--- src/rtl/axis_xgmii_tx_32b.sv ---
// AXI4-Stream to 32-bit XGMII transmitter: adds start/preamble/SFD and terminate,
// enforces a minimum inter-frame gap and flags underrun / illegal tkeep.
module axis_xgmii_tx_32b #(
  parameter int DATA_WIDTH = 32,
  parameter int CTRL_WIDTH = DATA_WIDTH / 8,
  parameter int IFG_WORDS  = 3
) (
  input  logic                  clk,
  input  logic                  rst,
  output logic [DATA_WIDTH-1:0] xgmii_data,
  output logic [CTRL_WIDTH-1:0] xgmii_ctrl,
  output logic                  axis_tready,
  input  logic                  axis_tvalid,
  input  logic [DATA_WIDTH-1:0] axis_tdata,
  input  logic                  axis_tlast,
  input  logic [CTRL_WIDTH-1:0] axis_tkeep,
  output logic                  error_tlast_tkeep,
  output logic                  error_underrun
);

  // state | meaning
  // IDLE  | idles on the bus, waiting for tvalid to open a frame
  // PRE   | preamble/SFD word going out
  // DATA  | one payload beat per cycle, no stalls allowed
  // TERM  | full-word terminate after a tkeep=F last beat
  // IFG   | IFG_WORDS idle words before the next start
  // DROP  | frame aborted; draining upstream beats up to tlast

  if (DATA_WIDTH != 32) begin : g_bad_width
    $error("axis_xgmii_tx_32b: DATA_WIDTH must be 32");
  end
  if (CTRL_WIDTH != DATA_WIDTH / 8) begin : g_bad_ctrl
    $error("axis_xgmii_tx_32b: CTRL_WIDTH must be DATA_WIDTH/8");
  end
  if (IFG_WORDS < 1 || IFG_WORDS > 15) begin : g_bad_ifg
    $error("axis_xgmii_tx_32b: IFG_WORDS must be 1..15");
  end

  localparam logic [31:0] D_IDLE  = 32'h0707_0707;
  localparam logic [31:0] D_START = 32'h5555_55FB;
  localparam logic [31:0] D_PRE   = 32'hD555_5555;
  localparam logic [31:0] D_TERM  = 32'h0707_07FD;
  localparam logic [31:0] D_ERR   = 32'hFEFE_FEFE;
  localparam logic [3:0]  IFG_LOAD = 4'(IFG_WORDS - 1);

  typedef enum logic [2:0] {
    IDLE,
    PRE,
    DATA,
    TERM,
    IFG,
    DROP
  } state_t;

  state_t     state;
  logic [3:0] ifg_cnt;

  assign axis_tready = (state == DATA) || (state == DROP);

  always_ff @(posedge clk or posedge rst) begin
    if (rst) begin
      state             <= IDLE;
      xgmii_data        <= D_IDLE;
      xgmii_ctrl        <= 4'hF;
      error_tlast_tkeep <= 1'b0;
      error_underrun    <= 1'b0;
      ifg_cnt           <= 4'd0;
    end else begin
      error_tlast_tkeep <= 1'b0;
      error_underrun    <= 1'b0;
      case (state)
        IDLE: begin
          if (axis_tvalid) begin
            xgmii_data <= D_START;
            xgmii_ctrl <= 4'h1;
            state      <= PRE;
          end else begin
            xgmii_data <= D_IDLE;
            xgmii_ctrl <= 4'hF;
          end
        end
        PRE: begin
          xgmii_data <= D_PRE;
          xgmii_ctrl <= 4'h0;
          state      <= DATA;
        end
        DATA: begin
          if (!axis_tvalid) begin
            xgmii_data     <= D_ERR;
            xgmii_ctrl     <= 4'hF;
            error_underrun <= 1'b1;
            state          <= DROP;
          end else if (!axis_tlast) begin
            if (axis_tkeep == 4'hF) begin
              xgmii_data <= axis_tdata;
              xgmii_ctrl <= 4'h0;
            end else begin
              xgmii_data        <= D_ERR;
              xgmii_ctrl        <= 4'hF;
              error_tlast_tkeep <= 1'b1;
              state             <= DROP;
            end
          end else begin
            // Last beat: partial words carry /T/ right after the final valid byte.
            ifg_cnt <= IFG_LOAD;
            state   <= IFG;
            case (axis_tkeep)
              4'hF: begin
                xgmii_data <= axis_tdata;
                xgmii_ctrl <= 4'h0;
                state      <= TERM;
              end
              4'h1: begin
                xgmii_data <= {16'h0707, 8'hFD, axis_tdata[7:0]};
                xgmii_ctrl <= 4'hE;
              end
              4'h3: begin
                xgmii_data <= {8'h07, 8'hFD, axis_tdata[15:0]};
                xgmii_ctrl <= 4'hC;
              end
              4'h7: begin
                xgmii_data <= {8'hFD, axis_tdata[23:0]};
                xgmii_ctrl <= 4'h8;
              end
              default: begin
                xgmii_data        <= D_ERR;
                xgmii_ctrl        <= 4'hF;
                error_tlast_tkeep <= 1'b1;
              end
            endcase
          end
        end
        TERM: begin
          xgmii_data <= D_TERM;
          xgmii_ctrl <= 4'hF;
          ifg_cnt    <= IFG_LOAD;
          state      <= IFG;
        end
        IFG: begin
          xgmii_data <= D_IDLE;
          xgmii_ctrl <= 4'hF;
          if (ifg_cnt == 4'd0) state <= IDLE;
          else ifg_cnt <= ifg_cnt - 4'd1;
        end
        DROP: begin
          xgmii_data <= D_IDLE;
          xgmii_ctrl <= 4'hF;
          if (axis_tvalid && axis_tlast) begin
            ifg_cnt <= IFG_LOAD;
            state   <= IFG;
          end
        end
        default: begin
          xgmii_data <= D_IDLE;
          xgmii_ctrl <= 4'hF;
          state      <= IDLE;
        end
      endcase
    end
  end

endmodule

--- config.mk ---
export PLATFORM = sky130hd
export DESIGN_NAME = axis_xgmii_tx_32b
export DESIGN_NICKNAME = d
export VERILOG_FILES = /design/src/rtl/axis_xgmii_tx_32b.sv
export SDC_FILE = /design/constraint.sdc
export NUM_CORES = 1
export LEC_CHECK = 0
export CAP_MARGIN = 20
export CORE_MARGIN = 2
export CORE_UTILIZATION = 47
export CTS_CLUSTER_DIAMETER = 120
export DETAILED_ROUTE_END_ITERATION = 8
export HOLD_SLACK_MARGIN = 0.1
export PLACE_DENSITY_LB_ADDON = 0.12
export SLEW_MARGIN = 20
export SYNTH_ARGS = -nofsm -noshare
export SYNTH_HDL_FRONTEND = slang
export SYNTH_SLANG_ARGS = --single-unit
--- constraint.sdc ---
create_clock -name clk -period 3.26 [get_ports clk]
set_clock_uncertainty 0.05 [all_clocks]
set_input_delay 0.326 -clock clk [delete_from_list [all_inputs] [get_ports clk]]
set_output_delay 0.326 -clock clk [all_outputs]
set_load 0.02 [all_outputs]
==> results.md <==
* Area of the multi-input gates at 873.3 um2
* Buffers on Ports at 78
* Io pins at approximately 80
* P_sw at 0.9119 mW
* Main area contributors after synthesis: dfrtp_1 34%, dfstp_2 20%, nor2_1 4.8%, o21ai_0 4.0%, nand2_1 3.5%
* H-tree Lvls at 2
* Cell Int Power at 1.497 mW
* Cell Area, Synth at approximately 2100 um2
* Vias in the first global route at 1748
* Gpl congestion at 0.8488
* Mux contribution to synthesized area at 0.9423%
* Grt ovf at 0
* Worst Hold Class: primary input to register
* Area delta synth->final at 41.23%
* Ys Warns at 0
* Routed wire per std cell at 14.96 um
* Period minus WS final at approximately 2.7 ns
* Largest family of logic cells by synthesized area: simple AND/OR/NAND/NOR gates
* Clock latency on the worst-skew pair at 0.30 ns
* CTS buffer count at 5
* Switching part of the total power at 37.85%
* Iter 0 DRT Violations at 179
* Lkg Pwr at 1.247 nW
* 1st-pass router iterations at 4
* Synth Area in Compound Gates at 16.67%
* RSZ-0062 raised after global routing: no
* DRT antenna net count at 0
* Worst-path clk slew at 0.09 ns
* Worst Path Arrival at around 2.3 ns
* Max Buffers Root-to-Sink at 2
* DP Area at 2910 um2
* Clk pwr share at ~14%
* Post-Synthesis Cells at 210
* F_max at 0.3686 GHz
* Post-synthesis area per instance at 10.12 um2
* Largest net degree at the start of global routing at 46
* Area leader, netlist: dfrtp_1
* Post-DP HPWL at 3.697 mm
* CP startpoint kind: register
* CTS resizes at 0
* #FFs+latches synth at 45
* Share of layout cells above drive strength 1 at 13.24%
* Combinational Power Share at 47.0%
* Cell Rows at 24
* Final setup violation count at 0
* Most frequent cells in the layout: 78 x clkdlybuf4s50_1, 29 x dfrtp_1, 27 x nor2_1, 20 x nand2_1, 17 x o21ai_0
* Slew Viols, Final at 0
* Diode count at 0
* Design Area, Final at about 3000 um2
* FF+latch area at 1146 um2
* Via count at 1832
* Tightest Pin Transition at 0.8957 ns
* Crit end category: primary output
* TritonCTS clock tree: built
* Crit Path Class: register to primary output
* Most common cell after layout, fill and taps aside: clkdlybuf4s50_1
* Setup TNS at 0 ns
* Fin crit share at 83.21%
* P per Cell Area at 802.9 nW/um2
* Max Cap Violations at 0
* Total wire length at between 5 and 6 mm
* Critical path required time at around 2.9 ns
* Core Region at 4354 um2
* Peak VDD IR at 0.3373 mV
* First-pass GRT wire length at 8.466 mm
* Simple-gate area share of the yosys netlist at 22.50%
* Die Area at 5074 um2
* GR Util All Layers at 21.37%
* # DRC at 0
* # fillers at 347
* Synth Area in XOR/XNOR at 0.4122%
* Worst rel slew slack at 40.20%
* Adder-Cell Fraction of Synth Area at 0.5889%
* Final nets at 327
* Ys flop type: dfrtp_1
* Net Count, Synth at 251
* Top cell type's share of synthesized area at between 30% and 40%
* Status: finished, final reports clean
* Register area share after synthesis at 53.95%
* Seq pwr share at 38.5%
* Fin. Hold Viols at 0
* Post-synth EDFFs at 0
* Power, Total at 2.409 mW
* Avg Vias per Cell at 5.404
* CP Max Fanout at 21
* Initial Utilization at 48.79%
* Setup Buffers After CTS at 0
* Clock Sinks at 45
* Die Ht at 71.24 um
* Initial antenna violation count at 0
* Cts hold-fix bufs at 0
* Root buf cell: clkbuf_8
* Post-synthesis async set-or-reset flop share at 100.0%
* Distinct cells, synth at 50
* Die width at approximately 71 um
==> kinds of logic after synthesis <==
family | count (synthesis)
AOI/OAI and AO/OA | 54
xor gates and xnor gates | 1
adders and majority gates | 1
buffers and inverters | 19
DFF | 45
muxes | 2
and+or+nand+nor | 88
==> path summary, 6_finish.rpt <==
| kind | startpoint | to | slack (ns) | cells after the start |
|---|---|---|---|---|
| max in group asynchronous | rst | ifg_cnt[1] | 2.11 | 2 |
| worst max register to register | state[0] | xgmii_data[21] | 1.26 | 4 |
| worst max-delay path | state[0] | axis_tready | 0.55 | 4 |
| min in group asynchronous | rst | xgmii_data[13] | 0.48 | 2 |
| worst min-delay path | axis_tdata[0] | xgmii_data[0] | 0.47 | 3 |
| worst min register to register | ifg_cnt[3] | ifg_cnt[3] | 0.53 | 2 |
==> registers in the layout (all words and copies together) (netlist names) <==
register / count
error_tlast_tkeep: 1
error_underrun: 1
ifg_cnt: 4
state: 3
xgmii_ctrl: 4
xgmii_data: 32
==> power by group through the flow <==
| stage | clock network (mW) | registers, mW | logic [mW] |
|---|---|---|---|
| finish | 0.348 | 0.928 | 1.13 |
| global placement | 0 | 0.936 | 1.12 |
| CTS | 0.361 | 0.931 | 1.14 |
| detailed placement | 0 | 0.941 | 1.14 |
| floorplan | 0 | 1.12 | 0.487 |
| global route | 0.378 | 0.961 | 1.23 |
==> per-stage QoR <==
| stage | instances | hold WS [ns] | worst slack [ns] | util, % |
|---|---|---|---|---|
| floorplan | 210 | 0.3595 | 1.716 | - |
| global placement | 331 | 0.4933 | 0.9040 | 66.84 |
| detailed placement | 331 | 0.5095 | 0.8691 | 66.84 |
| CTS | 339 | 0.4661 | 0.5202 | 68.91 |
| global route | 339 | 0.5028 | 0.3569 | 68.91 |
| finish | 339 | 0.4692 | 0.5473 | 68.91 |
==> Yosys cell counts, types with 3 or more instances <==
| master | count |
|---|---|
| nand3_1 | 5 |
| dfstp_2 | 16 |
| a211o_1 | 3 |
| buf_6 | 3 |
| a21oi_1 | 8 |
| o21ai_0 | 17 |
| clkbuf_1 | 5 |
| nor2_1 | 27 |
| nand4b_1 | 3 |
| nand2_1 | 20 |
| o31a_1 | 3 |
| nand2b_1 | 6 |
| o211ai_1 | 3 |
| dfrtp_1 | 29 |
| a31oi_1 | 6 |
| or3_1 | 4 |
| nor3_1 | 4 |
| inv_1 | 8 |
| nand3b_1 | 4 |
==> metal layers <==
layer  wire [um]  GRT usage (%)  up-vias
met2        2398          32.92       65
met5           0              0        -
li1            -              -      882
met4          61          6.499        0
met1        2276          30.64      878
met3         336          4.641        7
==> worst max-delay path, stage by stage, from the launching register on <==
cell	delay, ns
dfrtp_1	0.59
and2b_1	0.38
nand2_1	0.29
nand2_1	0.17
clkdlybuf4s50_1	0.61
==> final cells by class <==
class,instances,area share [%]
Tap cell,52,2.168
Timing Repair Buffer,80,26.52
Sequential cell,45,38.20
Multi-Input combinational cell,146,29.11
Clock buffer,5,2.294
Inverter,8,1.001
Clock inverter,3,0.7089
No activity file was read; power rests on OpenSTA's default activity.
